File: src/rtl/seven_seg_counter_sys_mem_arb_pkg.sv
// Shared types and default geometry for the two-master on-chip RAM arbiter.
package seven_seg_counter_sys_mem_arb_pkg;

  localparam int ARB_ADDR_W    = 14;
  localparam int ARB_DATA_W    = 32;
  localparam int ARB_BE_W      = ARB_DATA_W / 8;
  localparam int ARB_DEPTH     = 10000;
  localparam int ARB_MAX_BURST = 4;

  typedef enum logic [1:0] {
    IDLE = 2'd0,
    OWN0 = 2'd1,
    OWN1 = 2'd2
  } arb_state_t;

  typedef enum logic {
    OWNER_M0 = 1'b0,
    OWNER_M1 = 1'b1
  } owner_t;

  // One-hot grant to owner index; an empty grant maps to m0.
  function automatic owner_t owner_of(input logic [1:0] grant);
    if (grant[1]) begin
      return OWNER_M1;
    end else begin
      return OWNER_M0;
    end
  endfunction

endpackage

File: src/rtl/seven_seg_counter_sys_onchip_mem_arbiter_if.sv
// Avalon-MM bundle for one master port of the on-chip RAM arbiter.
interface seven_seg_counter_sys_onchip_mem_arbiter_if #(
  parameter int ADDR_W = seven_seg_counter_sys_mem_arb_pkg::ARB_ADDR_W,
  parameter int DATA_W = seven_seg_counter_sys_mem_arb_pkg::ARB_DATA_W,
  parameter int BE_W   = seven_seg_counter_sys_mem_arb_pkg::ARB_BE_W
);
  logic [ADDR_W-1:0] address;
  logic              read;
  logic              write;
  logic [DATA_W-1:0] writedata;
  logic [BE_W-1:0]   byteenable;
  logic              waitrequest;
  logic [DATA_W-1:0] readdata;
  logic              readdatavalid;

  modport master (
    output address, read, write, writedata, byteenable,
    input  waitrequest, readdata, readdatavalid
  );

  modport slave (
    input  address, read, write, writedata, byteenable,
    output waitrequest, readdata, readdatavalid
  );
endinterface

File: src/rtl/seven_seg_counter_sys_mem_arb_rr.sv
// Round-robin grant/yield FSM with bounded burst hold for two masters.
module seven_seg_counter_sys_mem_arb_rr
  import seven_seg_counter_sys_mem_arb_pkg::*;
#(
  parameter int MAX_BURST = ARB_MAX_BURST
) (
  input  logic       clk,
  input  logic       reset,
  input  logic [1:0] req,
  output logic [1:0] grant,
  output owner_t     owner
);
  localparam int CNT_W = (MAX_BURST > 1) ? $clog2(MAX_BURST) : 1;

  arb_state_t       state_r;
  owner_t           last_r;
  owner_t           owner_r;
  logic [CNT_W-1:0] cnt_r;
  logic [CNT_W-1:0] eff_cnt_s;
  logic             other_req_s;

  // Grant decode: owner keeps the bus while requesting, else the other master takes it at once.
  always_comb begin
    grant = 2'b00;
    if (reset) begin
      grant = 2'b00;
    end else begin
      case (state_r)
        OWN0: begin
          if (req[0]) grant = 2'b01;
          else if (req[1]) grant = 2'b10;
          else grant = 2'b00;
        end
        OWN1: begin
          if (req[1]) grant = 2'b10;
          else if (req[0]) grant = 2'b01;
          else grant = 2'b00;
        end
        default: begin
          if (req == 2'b11) grant = (last_r == OWNER_M1) ? 2'b01 : 2'b10;
          else grant = req;
        end
      endcase
    end
  end

  // Burst position of this accept; a grant to a non-owner starts a fresh burst.
  always_comb begin
    eff_cnt_s   = {CNT_W{1'b0}};
    other_req_s = grant[1] ? req[0] : req[1];
    if ((state_r == OWN0 && grant[0]) || (state_r == OWN1 && grant[1])) begin
      eff_cnt_s = cnt_r;
    end else begin
      eff_cnt_s = {CNT_W{1'b0}};
    end
  end

  // Ownership FSM, burst counter and last-granted record.
  always_ff @(posedge clk) begin
    if (reset) begin
      state_r <= IDLE;
      last_r  <= OWNER_M1;
      owner_r <= OWNER_M0;
      cnt_r   <= {CNT_W{1'b0}};
    end else if (grant != 2'b00) begin
      last_r <= owner_of(grant);
      if (other_req_s && (eff_cnt_s == CNT_W'(MAX_BURST - 1))) begin
        state_r <= grant[1] ? OWN0 : OWN1;
        owner_r <= grant[1] ? OWNER_M0 : OWNER_M1;
        cnt_r   <= {CNT_W{1'b0}};
      end else begin
        state_r <= grant[1] ? OWN1 : OWN0;
        owner_r <= owner_of(grant);
        cnt_r   <= (eff_cnt_s == CNT_W'(MAX_BURST - 1)) ? eff_cnt_s : eff_cnt_s + CNT_W'(1);
      end
    end else begin
      state_r <= IDLE;
      owner_r <= owner_r;
      cnt_r   <= {CNT_W{1'b0}};
    end
  end

  assign owner = owner_r;

endmodule

File: src/rtl/seven_seg_counter_sys_onchip_mem_arbiter.sv
// Shares the single-port on-chip RAM between two Avalon-MM masters; traps out-of-range accesses.
module seven_seg_counter_sys_onchip_mem_arbiter
  import seven_seg_counter_sys_mem_arb_pkg::*;
#(
  parameter int ADDR_W    = ARB_ADDR_W,
  parameter int DATA_W    = ARB_DATA_W,
  parameter int BE_W      = ARB_BE_W,
  parameter int DEPTH     = ARB_DEPTH,
  parameter int MAX_BURST = ARB_MAX_BURST
) (
  input  logic                clk,
  input  logic                reset,
  seven_seg_counter_sys_onchip_mem_arbiter_if.slave m0,
  seven_seg_counter_sys_onchip_mem_arbiter_if.slave m1,
  output logic [ADDR_W-1:0]   ram_address,
  output logic                ram_chipselect,
  output logic                ram_write,
  output logic [DATA_W-1:0]   ram_writedata,
  output logic [BE_W-1:0]     ram_byteenable,
  output logic                ram_clken,
  input  logic [DATA_W-1:0]   ram_readdata,
  output logic                err_oor,
  input  logic                err_clr
);
  logic [1:0]        req_s;
  logic [1:0]        grant_s;
  owner_t            owner_s;
  owner_t            sel_s;
  logic [ADDR_W-1:0] addr_s;
  logic              wr_s;
  logic [DATA_W-1:0] wdata_s;
  logic [BE_W-1:0]   be_s;
  logic              acc_s;
  logic              oor_s;
  logic [DATA_W-1:0] rdata_s;
  logic              rvalid0_s;
  logic              rvalid1_s;

  logic              rd_vld_r;
  owner_t            rd_tag_r;
  logic              rd_oor_r;
  logic [DATA_W-1:0] hold0_r;
  logic [DATA_W-1:0] hold1_r;
  logic              err_oor_r;

  // Request vector from the command strobes.
  always_comb begin
    req_s = {m1.read | m1.write, m0.read | m0.write};
  end

  seven_seg_counter_sys_mem_arb_rr #(
    .MAX_BURST (MAX_BURST)
  ) u_rr (
    .clk   (clk),
    .reset (reset),
    .req   (req_s),
    .grant (grant_s),
    .owner (owner_s)
  );

  // Command mux; with no grant the bus parks on the current owner's command.
  always_comb begin
    sel_s   = owner_s;
    addr_s  = m0.address;
    wr_s    = m0.write;
    wdata_s = m0.writedata;
    be_s    = m0.byteenable;
    if (grant_s != 2'b00) sel_s = owner_of(grant_s);
    else sel_s = owner_s;
    if (sel_s == OWNER_M1) begin
      addr_s  = m1.address;
      wr_s    = m1.write;
      wdata_s = m1.writedata;
      be_s    = m1.byteenable;
    end else begin
      addr_s  = m0.address;
      wr_s    = m0.write;
      wdata_s = m0.writedata;
      be_s    = m0.byteenable;
    end
  end

  // RAM drive and waitrequest; out-of-range commands are accepted but never reach the RAM.
  always_comb begin
    acc_s          = (grant_s != 2'b00);
    oor_s          = (addr_s >= ADDR_W'(DEPTH));
    ram_address    = addr_s;
    ram_writedata  = wdata_s;
    ram_byteenable = be_s;
    ram_chipselect = acc_s & ~oor_s;
    ram_write      = acc_s & wr_s & ~oor_s;
    ram_clken      = ~reset;
    m0.waitrequest = ~grant_s[0];
    m1.waitrequest = ~grant_s[1];
  end

  // Read return steering; the non-returning master keeps its last data.
  always_comb begin
    rdata_s   = rd_oor_r ? {DATA_W{1'b0}} : ram_readdata;
    rvalid0_s = rd_vld_r & (rd_tag_r == OWNER_M0) & ~reset;
    rvalid1_s = rd_vld_r & (rd_tag_r == OWNER_M1) & ~reset;
    m0.readdatavalid = rvalid0_s;
    m1.readdatavalid = rvalid1_s;
    m0.readdata      = rvalid0_s ? rdata_s : hold0_r;
    m1.readdata      = rvalid1_s ? rdata_s : hold1_r;
    err_oor          = err_oor_r;
  end

  // Read tag, held read data and sticky out-of-range flag (a new trap beats err_clr).
  always_ff @(posedge clk) begin
    if (reset) begin
      rd_vld_r  <= 1'b0;
      rd_tag_r  <= OWNER_M0;
      rd_oor_r  <= 1'b0;
      hold0_r   <= {DATA_W{1'b0}};
      hold1_r   <= {DATA_W{1'b0}};
      err_oor_r <= 1'b0;
    end else begin
      rd_vld_r <= acc_s & ~wr_s;
      rd_tag_r <= sel_s;
      rd_oor_r <= oor_s;
      if (rvalid0_s) hold0_r <= rdata_s;
      else hold0_r <= hold0_r;
      if (rvalid1_s) hold1_r <= rdata_s;
      else hold1_r <= hold1_r;
      if (acc_s && oor_s) err_oor_r <= 1'b1;
      else if (err_clr) err_oor_r <= 1'b0;
      else err_oor_r <= err_oor_r;
    end
  end

endmodule

File: src/flat_wrapper.sv
// flat-port wrapper written by rule: the top's interface ports become plain ports
module seven_seg_counter_sys_onchip_mem_arbiter_flat import seven_seg_counter_sys_mem_arb_pkg::*;
#(
  parameter int ADDR_W    = ARB_ADDR_W,
  parameter int DATA_W    = ARB_DATA_W,
  parameter int BE_W      = ARB_BE_W,
  parameter int DEPTH     = ARB_DEPTH,
  parameter int MAX_BURST = ARB_MAX_BURST
)
  (clk, reset, ram_address, ram_chipselect, ram_write, ram_writedata, ram_byteenable, ram_clken, ram_readdata, err_oor, err_clr, m0_address, m0_read, m0_write, m0_writedata, m0_byteenable, m0_waitrequest, m0_readdata, m0_readdatavalid, m1_address, m1_read, m1_write, m1_writedata, m1_byteenable, m1_waitrequest, m1_readdata, m1_readdatavalid);
  seven_seg_counter_sys_onchip_mem_arbiter_if #(.ADDR_W(ADDR_W), .DATA_W(DATA_W), .BE_W(BE_W)) m0_i ();
  seven_seg_counter_sys_onchip_mem_arbiter_if #(.ADDR_W(ADDR_W), .DATA_W(DATA_W), .BE_W(BE_W)) m1_i ();
  input  logic clk;
  input  logic reset;
  output logic [ADDR_W-1:0] ram_address;
  output logic ram_chipselect;
  output logic ram_write;
  output logic [DATA_W-1:0] ram_writedata;
  output logic [BE_W-1:0] ram_byteenable;
  output logic ram_clken;
  input  logic [DATA_W-1:0] ram_readdata;
  output logic err_oor;
  input  logic err_clr;
  input wire logic [$bits(m0_i.address)-1:0] m0_address;
  input wire logic [$bits(m0_i.read)-1:0] m0_read;
  input wire logic [$bits(m0_i.write)-1:0] m0_write;
  input wire logic [$bits(m0_i.writedata)-1:0] m0_writedata;
  input wire logic [$bits(m0_i.byteenable)-1:0] m0_byteenable;
  output wire logic [$bits(m0_i.waitrequest)-1:0] m0_waitrequest;
  output wire logic [$bits(m0_i.readdata)-1:0] m0_readdata;
  output wire logic [$bits(m0_i.readdatavalid)-1:0] m0_readdatavalid;
  input wire logic [$bits(m1_i.address)-1:0] m1_address;
  input wire logic [$bits(m1_i.read)-1:0] m1_read;
  input wire logic [$bits(m1_i.write)-1:0] m1_write;
  input wire logic [$bits(m1_i.writedata)-1:0] m1_writedata;
  input wire logic [$bits(m1_i.byteenable)-1:0] m1_byteenable;
  output wire logic [$bits(m1_i.waitrequest)-1:0] m1_waitrequest;
  output wire logic [$bits(m1_i.readdata)-1:0] m1_readdata;
  output wire logic [$bits(m1_i.readdatavalid)-1:0] m1_readdatavalid;
  assign m0_i.address = m0_address;
  assign m0_i.read = m0_read;
  assign m0_i.write = m0_write;
  assign m0_i.writedata = m0_writedata;
  assign m0_i.byteenable = m0_byteenable;
  assign m0_waitrequest = m0_i.waitrequest;
  assign m0_readdata = m0_i.readdata;
  assign m0_readdatavalid = m0_i.readdatavalid;
  assign m1_i.address = m1_address;
  assign m1_i.read = m1_read;
  assign m1_i.write = m1_write;
  assign m1_i.writedata = m1_writedata;
  assign m1_i.byteenable = m1_byteenable;
  assign m1_waitrequest = m1_i.waitrequest;
  assign m1_readdata = m1_i.readdata;
  assign m1_readdatavalid = m1_i.readdatavalid;
  seven_seg_counter_sys_onchip_mem_arbiter #(.ADDR_W(ADDR_W), .DATA_W(DATA_W), .BE_W(BE_W), .DEPTH(DEPTH), .MAX_BURST(MAX_BURST)) u_core (.clk(clk), .reset(reset), .m0(m0_i), .m1(m1_i), .ram_address(ram_address), .ram_chipselect(ram_chipselect), .ram_write(ram_write), .ram_writedata(ram_writedata), .ram_byteenable(ram_byteenable), .ram_clken(ram_clken), .ram_readdata(ram_readdata), .err_oor(err_oor), .err_clr(err_clr));
endmodule
File: config.mk
export PLATFORM = sky130hd
export DESIGN_NAME = seven_seg_counter_sys_onchip_mem_arbiter_flat
export DESIGN_NICKNAME = d
export VERILOG_FILES = /design/src/rtl/seven_seg_counter_sys_mem_arb_pkg.sv /design/src/rtl/seven_seg_counter_sys_onchip_mem_arbiter_if.sv /design/src/rtl/seven_seg_counter_sys_mem_arb_rr.sv /design/src/rtl/seven_seg_counter_sys_onchip_mem_arbiter.sv /design/src/flat_wrapper.sv
export SDC_FILE = /design/constraint.sdc
export NUM_CORES = 1
export LEC_CHECK = 0
export BUFFER_PORTS_ARGS = -buffer_cell sky130_fd_sc_hd__buf_2
export CAP_MARGIN = 25
export CELL_PAD_IN_SITES_DETAIL_PLACEMENT = 0
export CELL_PAD_IN_SITES_GLOBAL_PLACEMENT = 1
export CORE_MARGIN = 4
export CORE_UTILIZATION = 26
export CTS_CLUSTER_SIZE = 20
export DETAILED_ROUTE_END_ITERATION = 10
export PLACE_DENSITY = 0.82
export SLEW_MARGIN = 5
export SYNTH_ARGS = -nofsm -noshare
export SYNTH_HDL_FRONTEND = slang
export SYNTH_SLANG_ARGS = --single-unit
File: constraint.sdc
create_clock -name clk -period 2.3 [get_ports clk]
set_input_delay 0.575 -clock clk [delete_from_list [all_inputs] [get_ports clk]]
set_output_delay 0.575 -clock clk [all_outputs]
set_load 0.05 [all_outputs]
== Word-level counts from Yosys, hierarchy flattened ==
Cells that the tools add are included.

* Add/subtract/negate cells: 1
* Shift-type cells: 0
* Reductions and logical operators: 9
* Div/mod/pow operators: 0
* Equality and inequality tests: 4
* Multiply operators: 0
* Magnitude comparators: 1
* Mux-type cells: 27
* Bitwise operators: 17

{| class="wikitable"
|+ Operator list
! operator !! count
|-
| $mux W32 || 4
|-
| $mux W2 || 11
|-
| $ge A14 B14 Y1 const B || 1
|-
| $mux W14 || 1
|-
| $mux W1 || 9
|-
| $and A1 B1 Y1 || 8
|-
| $not A1 Y1 || 7
|-
| $eq A2 B2 Y1 const B || 3
|-
| $logic_and A1 B1 Y1 || 4
|-
| $mux W4 || 1
|-
| $pmux W2 S2 || 1
|-
| $reduce_bool A2 Y1 || 2
|-
| $reduce_or A3 Y1 || 1
|-
| $add A2 B1 Y2 const B || 1
|-
| $eq A2 B1 Y1 const B || 1
|-
| $or A1 B1 Y1 || 2
|-
| $reduce_or A2 Y1 || 1
|-
| $logic_or A1 B1 Y1 || 1
|}

* Bits in latches: 0
* Bits of input ports: 139
* Flip-flop bits (word level): 74
* Bits in read-only memories: 0
* Memories: 0
* Output and inout bits: 122
* Memory bits (writable): 0

== Longest topological paths before layout ==
* Depth after elaboration: 11
* Gate-level depth with buffers: 7
* Gate-level depth less buffers: 7

== Hierarchy ==
Synthesis repeated with hierarchy kept, for this count alone.

* Cells, all modules: 450
* Area, all modules: 3,951.3 um2

{| class="wikitable"
|+ By module, submodules not included
! module !! cells an instance !! seq. area each (um2) !! instances !! area an instance (um2)
|-
| seven_seg_counter_sys_onchip_mem_arbiter || 405 || 1,361.3 || 1 || 3,552.2
|-
| seven_seg_counter_sys_mem_arb_rr || 45 || 120.1 || 1 || 399.1
|}

== Least setup slack after synthesis ==
No wires, ideal clock.

* Kind: input-to-output
* Start point: input port reset
* End point: output port m0_readdata[18]
* Slack: -704 ps
* Data required time: 1,725 ps
* Arrival time: 2,429 ps
* Cell stages on the path: 4
* Cells stage by stage: or3b_1 > buf_2 > clkbuf_1 > o21ai_0

* Longest elaborated chain between the ends: 3

{| class="wikitable"
|+ Ends and longest elaborated chain
! what !! line !! source
|-
| from (decl) || flat_wrapper.sv:14 || <nowiki>input logic reset;</nowiki>
|-
| $not A1 Y1 || seven_seg_counter_sys_onchip_mem_arbiter.sv:100 || <nowiki>rvalid0_s = rd_vld_r & (rd_tag_r == OWNER_M0) & ~reset;</nowiki>
|-
| $and A1 B1 Y1 || seven_seg_counter_sys_onchip_mem_arbiter.sv:100 ||
|-
| $mux W32 || seven_seg_counter_sys_onchip_mem_arbiter.sv:104 || <nowiki>m0.readdata = rvalid0_s ? rdata_s : hold0_r;</nowiki>
|-
| to (decl) || flat_wrapper.sv:30 || <nowiki>output wire logic [$bits(m0_i.readdata)-1:0] m0_readdata;</nowiki>
|}

Every way passes these cells.

== Final worst setup path ==
* Start point: register u_core.u_rr.state_r[1]
* End point: output port ram_byteenable[3]

* Longest elaborated chain between the ends: 6
* Elaborated cells on any way between the ends: 8
* Classes of those cells: eq/ne: 2; mux: 5; reduce/logical: 1

{| class="wikitable"
|+ Ends and longest elaborated chain
! what !! line !! source
|-
| from (decl) || seven_seg_counter_sys_mem_arb_rr.sv:15 || <nowiki>arb_state_t state_r;</nowiki>
|-
| from (signal assigned) || seven_seg_counter_sys_mem_arb_rr.sv:68 || <nowiki>state_r <= grant[1] ? OWN0 : OWN1;</nowiki>
|-
| from (signal assigned) || seven_seg_counter_sys_mem_arb_rr.sv:72 || <nowiki>state_r <= grant[1] ? OWN1 : OWN0;</nowiki>
|-
| $eq A2 B2 Y1 / $eq A2 B1 Y1 (equally long branches) || seven_seg_counter_sys_mem_arb_rr.sv:28 || <nowiki>case (state_r)</nowiki>
|-
| $pmux W2 S2 * || seven_seg_counter_sys_mem_arb_rr.sv:28 ||
|-
| $mux W2 * || seven_seg_counter_sys_mem_arb_rr.sv:25 || <nowiki>if (reset) begin</nowiki>
|-
| $mux W1 / $reduce_bool A2 Y1 (equally long branches) || seven_seg_counter_sys_mem_arb_pkg.sv:23, seven_seg_counter_sys_onchip_mem_arbiter.sv:68 ||
|-
| $mux W1 * || seven_seg_counter_sys_onchip_mem_arbiter.sv:68 || <nowiki>if (grant_s != 2'b00) sel_s = owner_of(grant_s);</nowiki>
|-
| $mux W4 * || seven_seg_counter_sys_onchip_mem_arbiter.sv:70 || <nowiki>if (sel_s == OWNER_M1) begin</nowiki>
|-
| to (decl) || flat_wrapper.sv:19 || <nowiki>output logic [BE_W-1:0] ram_byteenable;</nowiki>
|}

Every way passes the cells marked *; elsewhere a longest branch is shown, timed or not.

==> metrics <==
status complete, but fails checks; failing checks setup timing; RD Place Congestion 0.839; Register Area 1490 um^2; Starting Density 26.4%; RSZ-0062 raised after global routing true; CTS tree done; first-pass iteration count of the detailed router 4; Nets 914; Port-buffer cells 260; syn avg cell area 8.72 um^2; DR vias 4548; # fillers 1143; leading cell types in the layout, fill and taps excluded buf_2, buf_6, dfxtp_1, and2_1, o21ai_4; skew final 0.00788 ns; worst endpoint required time 1.73 ns; CP startpoint kind flop; Seq/Total Area, Yosys 38.5%; Tcrit/Tclk final 129%; first-pass GRT wire length 26400 um; fmax 337 MHz; TNS Setup -44.05 ns; H-Tree Depth 3; Synth top area share 38.5%; number of global-route vias before repair 4863; Synth area leader dfxtp_1; pin count of the biggest net entering global routing 46; power per cell area 1140 nW/um^2; ratio of cells with drive above 1 in the final layout 72.6%; final setup margin -0.670 ns; largest cells by area after synthesis dfxtp_1, mux2_2, and2_1, o21ai_0, nand2_1; DRC Markers 0; worst-path cell chain inv_2 > ha_4 > nor3b_1 > o311a_1 > a21oi_4 > buf_6 > buf_12 > mux2_2 > buf_6; peak supply drop 936 uV; max-cap viol count 0; Rel. slew slack 72.2%; final WL 18500 um; Multi-input gate area 3420 um^2; # diodes 0; #FFs+latches synth 74; CTS clk-pin slew, worst paths 0.06 ns; CTS buffer count 9; io pins 261; final setup fails 120; Clk Latency, worst-skew pair 0.34 ns; FP Rows 44; CP max stage delay 0.36 ns; clock sinks 74; Core Region 14500 um^2; grt ovf 0; Die X 130 um; Worst Path Buf+Inv 4; Area growth, synth to finish 133%; GRT Total Usage 20.5%; Die Footprint 16800 um^2; post-layout minimum cycle time 2.97 ns; Top cell by count, worst path buf_6; Crit path arrival time 2.39 ns; initial antenna violation count 0; cts hold-fix bufs 0; Mapped Cells 441; Crit path max-delay family compound AO/OA/AOI/OAI gates; Top FF cell, synth dfxtp_1; CTS Buffer Depth 2; commonest non-fill, non-tap cell in the layout buf_2; Die H 130 um; CP endpoint kind primary output; unique cell type count in the Yosys netlist 41; Routed wire per std cell 19.2 um; Synthesis Warnings 0; Leak 4.07 nW; Synth Net Count 582; Post-synth ARST share 0%; pre-CTS setup slack -0.471 ns; EDFF count, synth 0; post-DP HPWL 11300 um; DR iter-0 viols 106; Hold Crit Class reg2reg; Slew Limit Fails 0; Clock Root Buffer clkbuf_16; Worst path slowest cell dfxtp_2; Cell Area, Synth 3840 um^2; Hold Vio Cnt, Final 0; worst-margin pin slew 0.415 ns; crit-path max FO 9; ANT nets after route 0; kind of critical path reg2out; Via density 4.73
[cell families after synthesis]
family	count (synthesis)	share of synthesized area, %
adder cells (fa/ha/maj)	2	0.651
XOR/XNOR	1	0.228
buffers and inverters	35	4.46
flip-flops	74	38.5
AO/OA/AOI/OAI	90	14.0
multiplexers	52	16.4
AND/OR/NAND/NOR	187	25.7
[cells in the mapped netlist, drive strengths merged (2+ instances only)]
library cell and n:
nand3 5, o21bai 2, o21ba 2, nor2 6
and2 65, o211ai 3, ha 2, dfxtp 74
mux2 51, o21ai 67, nor4 2, inv 6
nor3b 2, o221ai 2, buf 7, nand2 68
o22ai 2, clkbuf 22, nand2b 34, a211oi 2
a21oi 4
[final timing paths]
| check | start | endpoint | slack [ns] | cells past startpoint |
|---|---|---|---|---|
| worst max-delay path | u_core.u_rr.state_r[1]$_SDFF_PP0_ | ram_byteenable[3] | -0.67 | 9 |
| worst min-delay path | u_core.err_oor$_SDFFE_PP0P_ | u_core.err_oor$_SDFFE_PP0P_ | 0.48 | 2 |
| worst max register to register | u_core.u_rr.state_r[0]$_SDFF_PP0_ | u_core.u_rr.state_r[0]$_SDFF_PP0_ | 0.14 | 11 |
| worst min register to register | u_core.err_oor$_SDFFE_PP0P_ | u_core.err_oor$_SDFFE_PP0P_ | 0.48 | 2 |
[worst register-to-register path: stages (launching register included)]
cell and delay [ns]:
dfxtp_2 0.36, inv_2 0.05, ha_4 0.23, o211ai_1 0.13, o311a_1 0.29, buf_4 0.14, buf_6 0.09, inv_4 0.04
buf_6 0.12, buf_4 0.15, a211oi_1 0.32, o21bai_1 0.17
[power by group]
| group | total [mW] | switching [mW] | leakage (nW) | internal, mW |
|---|---|---|---|---|
| Clock | 1.45 | 0.578 | 0.149 | 0.871 |
| Combinational | 7.20 | 3.94 | 3.32 | 3.26 |
| Sequential | 1.57 | 0.130 | 0.600 | 1.44 |
| Total | 10.2 | 4.65 | 4.07 | 5.57 |
[per-layer routing]
metal  part of all wire (%)  GRT usage (%)  vias to the layer above
met5                      0              0                        -
met4                    2.3           7.27                        0
met3                    7.8           6.60                       34
met2                     56           38.9                      186
met1                     34           20.9                     2163
li1                       -              -                     2165
[state kept, by name, indices dropped and copies added, names as in the netlist]
signal	cells
u_core.u_rr.owner	1
u_core.u_rr.cnt_r	2
u_core.rd_oor_r	1
u_core.hold1_r	32
u_core.u_rr.state_r	2
u_core.rd_vld_r	1
u_core.err_oor	1
u_core.rd_tag_r	1
u_core.u_rr.last_r	1
u_core.hold0_r	32
[cell type report]
type | instances | area share, %
inverters | 6 | 0.363
repair buffers | 349 | 38.9
flip-flops and latches | 74 | 16.6
well taps | 184 | 2.57
clock inverters | 6 | 0.726
clock buffers | 10 | 2.67
multi-input cells | 333 | 38.2
[metrics by stage]
stage | util, % | instance area [um^2] | hold WS, ns | total power [mW] | std cells
final | 61.6 | 8960 | 0.477 | 10.2 | 962
after global routing | 61.6 | 8960 | 0.508 | 10.6 | 962
after detailed placement | 42.9 | 6240 | 0.456 | 6.65 | 897
after global placement | 42.9 | 6240 | 0.460 | 6.62 | 897
after CTS | 59.4 | 8640 | 0.477 | 9.98 | 954
after floorplan | - | 4360 | 0.455 | 5.56 | 441
[what timing repair did]
action                                  in CTS  in global routing
buffers inserted                            25                 15
gates resized for setup                    410                 84
endpoints found under the hold margin        0                  0
endpoints found under the setup margin     118                120
gates cloned                                19                  4
pin swaps                                   33                 37
No activity file was read; power rests on OpenSTA's default activity.
